File: src/rtl/alu_issue_ctrl.sv
// Three-state issue controller: IDLE accepts, ISSUE drives the ALU, WB retires; accept-to-done 2 cycles.
// Backpressure: instr_ready is high only in IDLE, so one instruction every 3 cycles; illegal opcodes pulse err.
module alu_issue_ctrl #(
  parameter int NREGS = 8
) (
  input  logic        clk,
  input  logic        rst,
  input  logic        instr_valid,
  input  logic [15:0] instr,
  output logic        instr_ready,
  output logic        alu_enable,
  output logic [4:0]  alu_opcode,
  output logic [15:0] alu_a,
  output logic [15:0] alu_b,
  input  logic [15:0] alu_out,
  input  logic        alu_carry,
  input  logic        alu_zero,
  input  logic        host_we,
  input  logic [2:0]  host_waddr,
  input  logic [15:0] host_wdata,
  input  logic [2:0]  dbg_addr,
  output logic [15:0] dbg_data,
  output logic        flag_c,
  output logic        flag_z,
  output logic        flag_s,
  output logic        done,
  output logic        err
);

  localparam logic [1:0] S_IDLE  = 2'd0;
  localparam logic [1:0] S_ISSUE = 2'd1;
  localparam logic [1:0] S_WB    = 2'd2;

  localparam logic [4:0] OP_ADD = 5'd0;
  localparam logic [4:0] OP_ADC = 5'd1;
  localparam logic [4:0] OP_SUB = 5'd2;
  localparam logic [4:0] OP_INC = 5'd3;
  localparam logic [4:0] OP_DEC = 5'd4;
  localparam logic [4:0] OP_AND = 5'd5;
  localparam logic [4:0] OP_OR  = 5'd6;
  localparam logic [4:0] OP_XOR = 5'd7;
  localparam logic [4:0] OP_NOT = 5'd8;
  localparam logic [4:0] OP_CMP = 5'd9;

  logic [1:0]  r_state;
  logic [13:0] r_instr;
  logic [15:0] r_regs [NREGS];
  logic        r_flag_c;
  logic        r_flag_z;
  logic        r_flag_s;
  logic        r_err;

  logic        w_accept;
  logic        w_legal;
  logic [4:0]  w_op;
  logic [2:0]  w_rd;
  logic [2:0]  w_rs1;
  logic [2:0]  w_rs2;
  logic        w_unary;
  logic        w_logic_op;
  logic        w_unused;

  assign w_unused = ^instr[1:0];

  assign w_op  = r_instr[13:9];
  assign w_rd  = r_instr[8:6];
  assign w_rs1 = r_instr[5:3];
  assign w_rs2 = r_instr[2:0];

  always_comb begin
    w_legal = 1'b0;
    case (instr[15:11])
      OP_ADD, OP_ADC, OP_SUB, OP_INC, OP_DEC,
      OP_AND, OP_OR, OP_XOR, OP_NOT, OP_CMP: w_legal = 1'b1;
      default: w_legal = 1'b0;
    endcase
  end

  assign w_unary    = (w_op == OP_INC) || (w_op == OP_DEC) || (w_op == OP_NOT);
  assign w_logic_op = (w_op == OP_AND) || (w_op == OP_OR) || (w_op == OP_XOR) || (w_op == OP_NOT);

  assign instr_ready = (r_state == S_IDLE);
  assign w_accept    = instr_valid && instr_ready;
  assign done        = (r_state == S_WB);
  assign err         = r_err;
  assign flag_c      = r_flag_c;
  assign flag_z      = r_flag_z;
  assign flag_s      = r_flag_s;
  assign dbg_data    = r_regs[dbg_addr];

  always_comb begin
    alu_enable = 1'b0;
    alu_opcode = 5'd0;
    alu_a      = 16'd0;
    alu_b      = 16'd0;
    if (r_state == S_ISSUE) begin
      alu_enable = 1'b1;
      alu_opcode = w_op;
      alu_a      = r_regs[w_rs1];
      alu_b      = w_unary ? 16'd0 : r_regs[w_rs2];
    end
  end

  always_ff @(posedge clk or posedge rst) begin
    if (rst) begin
      r_state <= S_IDLE;
      r_instr <= 14'd0;
      r_err   <= 1'b0;
    end else begin
      r_err <= w_accept && !w_legal;
      case (r_state)
        S_IDLE: begin
          if (w_accept && w_legal) begin
            r_state <= S_ISSUE;
            r_instr <= instr[15:2];
          end
        end
        S_ISSUE: r_state <= S_WB;
        S_WB:    r_state <= S_IDLE;
        default: r_state <= S_IDLE;
      endcase
    end
  end

  // Host write goes first so a same-edge writeback to the same register overrides it.
  always_ff @(posedge clk or posedge rst) begin
    if (rst) begin
      for (int i = 0; i < NREGS; i++) r_regs[i] <= 16'd0;
    end else begin
      if (host_we) r_regs[host_waddr] <= host_wdata;
      if ((r_state == S_WB) && (w_op != OP_CMP)) r_regs[w_rd] <= alu_out;
    end
  end

  always_ff @(posedge clk or posedge rst) begin
    if (rst) begin
      r_flag_c <= 1'b0;
      r_flag_z <= 1'b0;
      r_flag_s <= 1'b0;
    end else if (r_state == S_WB) begin
      r_flag_z <= alu_zero;
      r_flag_s <= alu_out[15];
      if (!w_logic_op) r_flag_c <= alu_carry;
    end
  end

endmodule

File: config.mk
export PLATFORM = sky130hd
export DESIGN_NAME = alu_issue_ctrl
export DESIGN_NICKNAME = d
export VERILOG_FILES = /design/src/rtl/alu_issue_ctrl.sv
export SDC_FILE = /design/constraint.sdc
export NUM_CORES = 1
export LEC_CHECK = 0
export BUFFER_PORTS_ARGS = -buffer_cell sky130_fd_sc_hd__buf_2
export CELL_PAD_IN_SITES_DETAIL_PLACEMENT = 1
export CELL_PAD_IN_SITES_GLOBAL_PLACEMENT = 2
export CORE_UTILIZATION = 47
export CTS_CLUSTER_SIZE = 20
export DETAILED_ROUTE_END_ITERATION = 7
export PLACE_DENSITY = 0.95
export REMOVE_ABC_BUFFERS = 1
export SLEW_MARGIN = 20
export SYNTH_ARGS = -nofsm -noshare
export SYNTH_HDL_FRONTEND = slang
export SYNTH_SLANG_ARGS = --single-unit
export TNS_END_PERCENT = 20
File: constraint.sdc
create_clock -name clk -period 10.65 [get_ports clk]
set_input_delay 1.065 -clock clk [delete_from_list [all_inputs] [get_ports clk]]
set_output_delay 1.065 -clock clk [all_outputs]
set_load 0.01 [all_outputs]
==> run summary <==
CTS tree: yes
Worst Path Arrival: 2910 ps
Crit-path slowest cell: dfrtp_2
Layout Area Growth over Synthesis: 12.1%
Synth Instances: 700
hold_buf cts: 0
CP Class: flip-flop to primary output
iteration-0 DRC count of the detailed router: 517
clock share of power: 24.8%
Slew Viols, Final: 0
worst vdd ir: 0.000121 V
leakage: 5.11 nW
area of the die: 23400 sq um
gpl congestion: 0.794
Setup TNS Final: 0 ps
non-filler cells, final: 1085
first-pass detailed-route iteration total: 5
Hold EP: flag_s
DRC errors left: 0
global-route wire length before repair: 52500 um
clock latency on the worst-skew pair: 440 ps
PD cells: 225 nW/um^2
# nets final: 851
vias in the first global route: 8350
clock skew: 13.6 ps
WHS Path Cells: 2
layout cells sized above 1: 68.1%
Seq/Total Area, Yosys: 34.5%
Post-Route WL: 34000 um
slowest stage delay, CP: 840 ps
Synth Register Bits: 148
Final Util: 54.5%
status: finished, final reports clean
postcts setup bufs: 0
via count: 7327
final setup violation count: 0
Initial Util: 48.6%
Die X: 153 um
clock transition at the registers of the reported paths: 70 ps
Reg2Reg Setup Slack: 7760 ps
Tmin final: 3980 ps
Worst Setup SP: r_instr[0]
Comb power frac: 39.5%
CTS buffer count: 17
Yosys warning total: 0
Vias/cell: 6.75
crit share post-route: 37.4%
Crit. End Element: primary output
# IOs: 120
FF-to-FF End: r_regs[96]
Min-Delay Path Class: flip-flop to flip-flop
cells on worst reg2reg path: 3
worst endpoint required time: 9590 ps
Int Pwr: 0.00183 W
CTS root buf: clkbuf_16
Total GRT Usage: 30.4%
I/O Buffers: 117
startpoint types: flip-flop
clk sinks: 148
commonest cells after routing, fill and taps aside: mux2_2 (207), dfrtp_1 (146), buf_2 (117)
Fmax: 0.251 GHz
Design Power: 0.00271 W
H-tree depth: 4
grt ovf: 0
Max-slew headroom: 19.2%
hpwl dp: 20200 um
Mapped Area: 10700 sq um
crit path cell chain: buf_4, mux4_2, mux2i_1, a211oi_1, buf_2
Max Cap Viol: 0
post-route ant nets: 0
antenna violations before repair: 2
Wirelength per Cell: 31.3 um
area of the core: 22100 sq um
Sw Ratio: 32.4%
pin count of the biggest net entering global routing: 89
CTS resizes: 0
Mean Syn Cell Area: 15.3 sq um
Max clock buf depth: 2
Reg power frac: 35.7%
commonest non-fill, non-tap cell in the layout: mux2_2
Post-Place Cell Area: 11400 sq um
Hold Fails Final Rpt: 0
site row count: 54
Die H: 153 um
crit-path max FO: 17
r2r startpoint: r_instr[11]
switching power total: 0.000879 W
fillers: 2105
RSZ-0062 raised after global routing: false
Cell variety after synth: 39
design area: 12000 sq um
Worst Max-Slew Pin Slew: 1210 ps
Hold Crit Start: flag_s
DP Cell Count: 1052
power groups by stage:
stage                     clock network, W  registers, W  logic [W]
after global routing              0.000698      0.000992    0.00113
after detailed placement                 0      0.000961    0.00106
final                             0.000672      0.000969    0.00107
after floorplan                          0      0.000917   0.000777
after CTS                         0.000679      0.000960    0.00107
after global placement                   0      0.000911   0.000992
worst max-delay path by stage:
stage                              end  depth (start not counted)
after floorplan                    err                          1
after global placement     dbg_data[5]                          5
after detailed placement  dbg_data[14]                          5
after CTS                    alu_b[12]                          5
after global routing         alu_b[12]                          5
final                        alu_b[12]                          5
cell usage after synthesis (all sizes together):
master,count,area [sq um]
nand4b,3,71.3
nand4bb,1,11.3
or4b,1,10.0
buf,46,377
nor2,7,26.3
a22o,16,140
mux2,285,3430
xor2,1,8.76
nor4bb,1,10.0
a21o,1,7.51
clkinv,1,3.75
a311o,1,10.0
nand2,7,26.3
and2,5,31.3
dfrtp,148,3700
o211ai,8,126
o2111a,1,11.3
and4b,1,10.0
and4bb,5,62.6
inv,6,22.5
nor4b,2,47.6
clkbuf,16,60.1
nor3,1,16.3
nand4,1,12.5
or3b,1,11.3
o21ai,1,5.00
o21a,1,7.51
mux2i,17,170
mux4,96,2160
nand2b,3,18.8
a211oi,16,120
metrics by stage:
| stage | hold slack, ps | worst slack [ps] |
|---|---|---|
| after floorplan | 473 | 5610 |
| after global placement | 455 | 6770 |
| after detailed placement | 470 | 6730 |
| after CTS | 486 | 6660 |
| after global routing | 507 | 6560 |
| final | 485 | 6670 |
layer usage:
| layer | share of wire [%] | wire [um] | track usage, % | vias up |
|---|---|---|---|---|
| met5 | 0 | 0 | 0 | - |
| met4 | 4.1 | 1380 | 14.3 | 0 |
| met3 | 6.0 | 2050 | 6.15 | 94 |
| met2 | 52 | 17500 | 52.2 | 310 |
| met1 | 38 | 13000 | 36.6 | 3946 |
| li1 | - | - | - | 2977 |
final cells by class:
| cell class | instances | area [sq um] | share of cell area [%] |
|---|---|---|---|
| Clock buffer | 21 | 460 | 3.83 |
| Multi-Input combinational cell | 483 | 6590 | 54.7 |
| Inverter | 7 | 31.3 | 0.260 |
| Clock inverter | 10 | 180 | 1.50 |
| Tap cell | 280 | 350 | 2.91 |
| Sequential cell | 148 | 3710 | 30.8 |
| Antenna cell | 2 | 5.00 | 0.0416 |
| Timing Repair Buffer | 134 | 717 | 5.96 |
flip-flops by register name, indices dropped and copies added (netlist names):
signal   cells
err          1
flag_c       1
flag_s       1
flag_z       1
r_instr     14
r_regs     128
r_state      2
critical path: cells and delay by family, from the launching register on:
family	cells	cell delay [ps]
flip-flops	1	840
multiplexers	2	870
buffers and inverters	2	670
AO/OA/AOI/OAI	1	80
cell families after synthesis:
family | Yosys count | share of synthesized area (%)
AO/OA/AOI/OAI | 45 | 3.99
XOR/XNOR | 1 | 0.0816
buffers and inverters | 69 | 4.31
flip-flops | 148 | 34.5
multiplexers | 398 | 53.7
AND/OR/NAND/NOR | 39 | 3.40
Note: power is estimated with default switching activity, not from simulation.
